## config.mk

```make
export PLATFORM = sky130hd
export DESIGN_NAME = alu_result_stage_flat
export DESIGN_NICKNAME = d
export VERILOG_FILES = /design/src/rtl/alu_pkg.sv /design/src/rtl/alu_result_stage_if.sv /design/src/rtl/alu_flag_gen.sv /design/src/rtl/alu_result_stage.sv /design/src/flat_wrapper.sv
export SDC_FILE = /design/constraint.sdc
export NUM_CORES = 1
export LEC_CHECK = 0
export BUFFER_PORTS_ARGS = -buffer_cell sky130_fd_sc_hd__buf_2
export CAP_MARGIN = 20
export CORE_ASPECT_RATIO = 1.1
export CORE_UTILIZATION = 61
export CTS_BUF_LIST = sky130_fd_sc_hd__clkbuf_4 sky130_fd_sc_hd__clkbuf_8
export DETAILED_ROUTE_END_ITERATION = 10
export GPL_TIMING_DRIVEN = 0
export PLACE_DENSITY = 0.91
export SLEW_MARGIN = 20
export SYNTH_ARGS = -nofsm -noshare
export SYNTH_HDL_FRONTEND = slang
export SYNTH_HIERARCHICAL = 1
export SYNTH_SLANG_ARGS = --single-unit
```

## constraint.sdc

```tcl
create_clock -name clk -period 6.35 [get_ports clk]
set_input_delay 1.27 -clock clk [delete_from_list [all_inputs] [get_ports clk]]
set_output_delay 1.27 -clock clk [all_outputs]
set_load 0.01 [all_outputs]
```

## src/rtl/alu_pkg.sv

```systemverilog
// Shared ALU datapath types: result width, opsel codes and the buffered result record.
package alu_pkg;

    localparam int ALU_WIDTH = 128;

    typedef logic [2:0] opsel_t;

    typedef enum logic [2:0] {
        OP_AND  = 3'b000,
        OP_OR   = 3'b001,
        OP_XOR  = 3'b010,
        OP_ADD  = 3'b011,
        OP_SUB  = 3'b100,
        OP_SHL  = 3'b101,
        OP_SHR  = 3'b110,
        OP_PASS = 3'b111
    } alu_op_e;

    typedef struct packed {
        logic [ALU_WIDTH-1:0] result;
        opsel_t               opsel;
        logic                 zero;
        logic                 neg;
        logic                 parity;
    } alu_res_t;

endpackage

```

## src/rtl/alu_result_stage_if.sv

```systemverilog
// Handshake bundle between the ALU mux array, the result stage and the consumer.
// The stage side uses the slave modport; producer/consumer drivers use master.
interface alu_result_stage_if
    import alu_pkg::*;
#(
    parameter int WIDTH = ALU_WIDTH
) ();

    logic             in_valid;
    logic             in_ready;
    logic [WIDTH-1:0] in_result;
    opsel_t           in_opsel;

    logic             out_valid;
    logic             out_ready;
    logic [WIDTH-1:0] out_result;
    opsel_t           out_opsel;
    logic             out_zero;
    logic             out_neg;
    logic             out_parity;
    logic [31:0]      res_count;

    modport master (
        output in_valid, in_result, in_opsel, out_ready,
        input  in_ready, out_valid, out_result, out_opsel,
               out_zero, out_neg, out_parity, res_count
    );

    modport slave (
        input  in_valid, in_result, in_opsel, out_ready,
        output in_ready, out_valid, out_result, out_opsel,
               out_zero, out_neg, out_parity, res_count
    );

endinterface

```

## src/rtl/alu_flag_gen.sv

```systemverilog
// Status flags of an ALU result: all-zero, sign (MSB) and even/odd parity.
// Purely combinational; no latency, no backpressure.
module alu_flag_gen #(
    parameter int WIDTH = 128
) (
    input  logic [WIDTH-1:0] result,
    output logic             zero,
    output logic             neg,
    output logic             parity
);

    assign zero   = ~|result;
    assign neg    = result[WIDTH-1];
    assign parity = ^result;

endmodule

```

## src/rtl/alu_result_stage.sv

```systemverilog
// ALU output stage: flags results at push time and buffers them in a DEPTH-entry FIFO.
// Latency 1 cycle push-to-out_valid; in_ready drops only when full, no empty bypass.
module alu_result_stage
    import alu_pkg::*;
#(
    parameter int WIDTH = ALU_WIDTH,
    parameter int DEPTH = 4
) (
    input  logic             clk,
    input  logic             rst_n,
    alu_result_stage_if.slave bus
);

    localparam int AW = $clog2(DEPTH);
    localparam int CW = $clog2(DEPTH + 1);
    localparam logic [CW-1:0] FULL = CW'(DEPTH);

    alu_res_t      mem [DEPTH];
    logic [AW-1:0] wr_ptr;
    logic [AW-1:0] rd_ptr;
    logic [CW-1:0] occ;
    logic [31:0]   count_q;

    logic     push;
    logic     pop;
    logic     f_zero;
    logic     f_neg;
    logic     f_parity;
    alu_res_t wr_entry;

    alu_flag_gen #(.WIDTH(WIDTH)) u_flags (
        .result (bus.in_result),
        .zero   (f_zero),
        .neg    (f_neg),
        .parity (f_parity)
    );

    // Handshake outputs depend on registered occupancy only.
    assign bus.in_ready  = (occ != FULL);
    assign bus.out_valid = (occ != '0);

    assign push = bus.in_valid && bus.in_ready;
    assign pop  = bus.out_valid && bus.out_ready;

    always_comb begin
        wr_entry        = '0;
        wr_entry.result = ALU_WIDTH'(bus.in_result);
        wr_entry.opsel  = bus.in_opsel;
        wr_entry.zero   = f_zero;
        wr_entry.neg    = f_neg;
        wr_entry.parity = f_parity;
    end

    always_ff @(posedge clk or negedge rst_n) begin
        if (!rst_n) begin
            for (int i = 0; i < DEPTH; i++) begin
                mem[i] <= '0;
            end
            wr_ptr  <= '0;
            rd_ptr  <= '0;
            occ     <= '0;
            count_q <= '0;
        end else begin
            if (push) begin
                mem[wr_ptr] <= wr_entry;
                wr_ptr      <= wr_ptr + 1'b1;
            end
            if (pop) begin
                rd_ptr <= rd_ptr + 1'b1;
                if (count_q != '1) begin
                    count_q <= count_q + 1'b1;
                end
            end
            if (push && !pop) begin
                occ <= occ + 1'b1;
            end else if (pop && !push) begin
                occ <= occ - 1'b1;
            end
        end
    end

    assign bus.out_result = WIDTH'(mem[rd_ptr].result);
    assign bus.out_opsel  = mem[rd_ptr].opsel;
    assign bus.out_zero   = mem[rd_ptr].zero;
    assign bus.out_neg    = mem[rd_ptr].neg;
    assign bus.out_parity = mem[rd_ptr].parity;
    assign bus.res_count  = count_q;

endmodule

```

## src/flat_wrapper.sv

```systemverilog
// flat-port wrapper written by rule: the top's interface ports become plain ports
module alu_result_stage_flat import alu_pkg::*;
#(
    parameter int WIDTH = ALU_WIDTH,
    parameter int DEPTH = 4
)
  (clk, rst_n, bus_in_valid, bus_in_result, bus_in_opsel, bus_out_ready, bus_in_ready, bus_out_valid, bus_out_result, bus_out_opsel, bus_out_zero, bus_out_neg, bus_out_parity, bus_res_count);
  alu_result_stage_if #(.WIDTH(WIDTH)) bus_i ();
  input  logic clk;
  input  logic rst_n;
  input wire logic [$bits(bus_i.in_valid)-1:0] bus_in_valid;
  input wire logic [$bits(bus_i.in_result)-1:0] bus_in_result;
  input wire logic [$bits(bus_i.in_opsel)-1:0] bus_in_opsel;
  input wire logic [$bits(bus_i.out_ready)-1:0] bus_out_ready;
  output wire logic [$bits(bus_i.in_ready)-1:0] bus_in_ready;
  output wire logic [$bits(bus_i.out_valid)-1:0] bus_out_valid;
  output wire logic [$bits(bus_i.out_result)-1:0] bus_out_result;
  output wire logic [$bits(bus_i.out_opsel)-1:0] bus_out_opsel;
  output wire logic [$bits(bus_i.out_zero)-1:0] bus_out_zero;
  output wire logic [$bits(bus_i.out_neg)-1:0] bus_out_neg;
  output wire logic [$bits(bus_i.out_parity)-1:0] bus_out_parity;
  output wire logic [$bits(bus_i.res_count)-1:0] bus_res_count;
  assign bus_i.in_valid = bus_in_valid;
  assign bus_i.in_result = bus_in_result;
  assign bus_i.in_opsel = bus_in_opsel;
  assign bus_i.out_ready = bus_out_ready;
  assign bus_in_ready = bus_i.in_ready;
  assign bus_out_valid = bus_i.out_valid;
  assign bus_out_result = bus_i.out_result;
  assign bus_out_opsel = bus_i.out_opsel;
  assign bus_out_zero = bus_i.out_zero;
  assign bus_out_neg = bus_i.out_neg;
  assign bus_out_parity = bus_i.out_parity;
  assign bus_res_count = bus_i.res_count;
  alu_result_stage #(.WIDTH(WIDTH), .DEPTH(DEPTH)) u_core (.clk(clk), .rst_n(rst_n), .bus(bus_i));
endmodule
```

==> results.cfg <==
[timing]
finalSetupViolations = 0
hold_ws_ps = 463
fmax_mhz = 222
fin_crit_sh = 0.709
clock_skew_ps = 17.8
finalHoldViolCount = 0
finalWorstSetupSlack_ps = 1850
rsz0062_at_grt = no
finalMaxSlewViolations = 0
relSlewSlack = 0.432
finalCriticalPeriod_ps = 4500
tightest_slew_ps = 852

[worst_setup_path]
crit_path_start_kind = register
required_ps = 5080
path_class = register to output pin
arrival_ps = 3230
critPathCaptureType = output pin
reg2reg_depth = 7
critPathMaxFanout = 10

[placed_design]
place_hpwl_um = 45200
dp_slack_ps = 2540
gp_congestion = 0.808
portBuffers = 302

[grt]
grt_overflow_total = 0
grt_pass1_wl_um = 100000
first_global_vias = 18000
grt_start_max_net_pins = 105
grt.total_usage = 0.292
antenna_found_initial = 17

[drt]
drcViolationCount = 0
vias = 16500
drt_iter0_drc = 922
final_antenna_net_count = 0
post_drt_wl_per_cell_um = 23.0
dr.pass1.iters = 5
avgViaCountPerCell = 5.89
totalWireLength_um = 64500

[pwr]
clkPwrFrac = 0.199
p_comb_frac = 0.428
seq_power_share = 0.374
p_sw_w = 0.00563
leakage_nw = 14.4
vdd_drop_max_mv = 0.356
switching_share = 0.329
power.density_nw_per_um2 = 545
total_power_w = 0.0171
power.internal_w = 0.0115

[finish]
drive_gt1_frac = 0.543
area_growth_pct = 16.4
nets = 2358

[cts]
cts_setup_buffers = 0
cts_inserted_buffers = 90
insertion_delay_ps = 680
h-tree-depth = 3
cts_buffer_depth = 3
cts.sinks = 575
cts_tree = done
clk_pin_slew_worst_paths_ps = 70
cts_root_buf = clkbuf_8
hold_buffers = 0
cts_resized = 0

[flow_run]
drv_cap = 0

[synthesis]
synth_area_um2 = 27000
synth_area_leader_cell = dfrtp_1
yosys_warnings = 6
yosys.area.top_type_share = 0.534
yosysUniqueCellTypes = 35
ys_ff_latch = 575
netlist_instances = 1752
synth.avg_cell_area_um2 = 15.4
syn_nets = 1958
yosysSeqAreaShare = 0.534
ys_top_cells_by_area = dfrtp_1 (53%), mux2_2 (22%), mux4_2 (11%), ha_1 (3.2%), xnor2_1 (2.8%)

[run_status]
outcome = finished clean

[die]
start_util = 0.621
io_pins = 303
die_w_um = 202
core_um2 = 43400
die_h_um = 223
die_area_um2 = 45100
rows = 80

[min_path]
min_path_type = input port to asynchronous set/reset pin
placed cells by master, fill, tap and decap left out, types with 14 or more instances in the layout:
cell / instances
clkbuf_4: 30
buf_6: 14
mux2_2: 517
ha_1: 70
nand4_1: 36
mux2_1: 21
xnor2_1: 85
inv_1: 132
buf_4: 18
nand3_1: 15
clkbuf_8: 108
buf_2: 347
dfrtp_1: 575
mux4_2: 134
xor2_1: 14
cell usage after synthesis, drive strengths merged:
master	count
mux4	134
clkbuf	12
o31ai	1
xor2	14
and4	7
or2	1
fa	1
xnor2	85
and3	8
and2	3
nor2	10
a21oi	2
buf	79
inv	132
nor4	7
a31oi	1
o21ai	1
nor3	2
a41oi	1
nand3	15
nand4	36
or3	3
nor3b	1
nand2	13
dfrtp	575
mux2	538
ha	70
through the flow:
| stage | std cells | area (um2) | util | TNS (ps) |
|---|---|---|---|---|
| floorplan | 1752 | 27000 | - | 0 |
| global placement | 2628 | 29200 | 0.672 | -3951890 |
| detailed placement | 2634 | 29400 | 0.676 | 0 |
| CTS | 2792 | 31400 | 0.722 | 0 |
| global route | 2800 | 31400 | 0.722 | 0 |
| finish | 2803 | 31400 | 0.722 | 0 |
worst paths after layout:
| path | from | end | slack [ps] |
|---|---|---|---|
| max in group asynchronous | rst_n | u_core/mem[445] | 4140 |
| min in group clk | u_core/mem[459] | u_core/mem[459] | 490 |
| max reg2reg | u_core/occ[0] | u_core/occ[2] | 3990 |
| min | rst_n | u_core/mem[510] | 460 |
| max | u_core/rd_ptr[1] | bus_out_result[75] | 1850 |
| min reg2reg | u_core/mem[459] | u_core/mem[459] | 490 |
worst max-delay path, cell delays in order (launching register included):
cell and delay [ps]:
dfrtp_1 320, clkbuf_1 640, buf_2 410, buf_1 610, mux4_2 410, buf_2 170
power groups by stage:
stage | Combinational (W) | Sequential [W] | Clock, W
4_1_cts | 0.00737 | 0.00636 | 0.00347
6_report | 0.00732 | 0.00639 | 0.00340
5_1_grt | 0.00778 | 0.00657 | 0.00362
3_5_place_dp | 0.00732 | 0.00641 | 0
3_3_place_gp | 0.00707 | 0.00620 | 0
2_1_floorplan | 0.00519 | 0.00606 | 0
sequential cells by signal (all words and copies together), names as in the netlist:
register and flops:
u_core/mem 536, u_core/rd_ptr 2, u_core/occ 3, u_core/bus.res_count 32, u_core/wr_ptr 2
area by class of cell:
class | count | area [um2]
flip-flops and latches | 575 | 14400
repair buffers | 308 | 1690
fillers | 2684 | 12100
plain buffers | 91 | 573
clock buffers | 138 | 1710
multi-input cells | 954 | 11500
clock inverters | 20 | 269
inverters | 132 | 495
well taps | 574 | 718
diodes | 11 | 27.5
cell families after synthesis:
kind of cell | after synthesis | synth area share
flip-flops | 575 | 0.534
XOR/XNOR | 99 | 0.0322
AO/OA/AOI/OAI | 6 | 0.00195
adder cells (fa/ha/maj) | 71 | 0.0332
buffers and inverters | 223 | 0.0396
multiplexers | 672 | 0.337
AND/OR/NAND/NOR | 106 | 0.0230
per-layer routing:
| layer | wire (um) | part of all wire | global-route usage |
|---|---|---|---|
| met2 | 32600 | 0.51 | 0.487 |
| met5 | 97 | 0.0015 | 0 |
| met1 | 25500 | 0.39 | 0.360 |
| met3 | 4060 | 0.063 | 0.0735 |
| met4 | 2280 | 0.035 | 0.130 |
(Power assumes the default switching activity.)
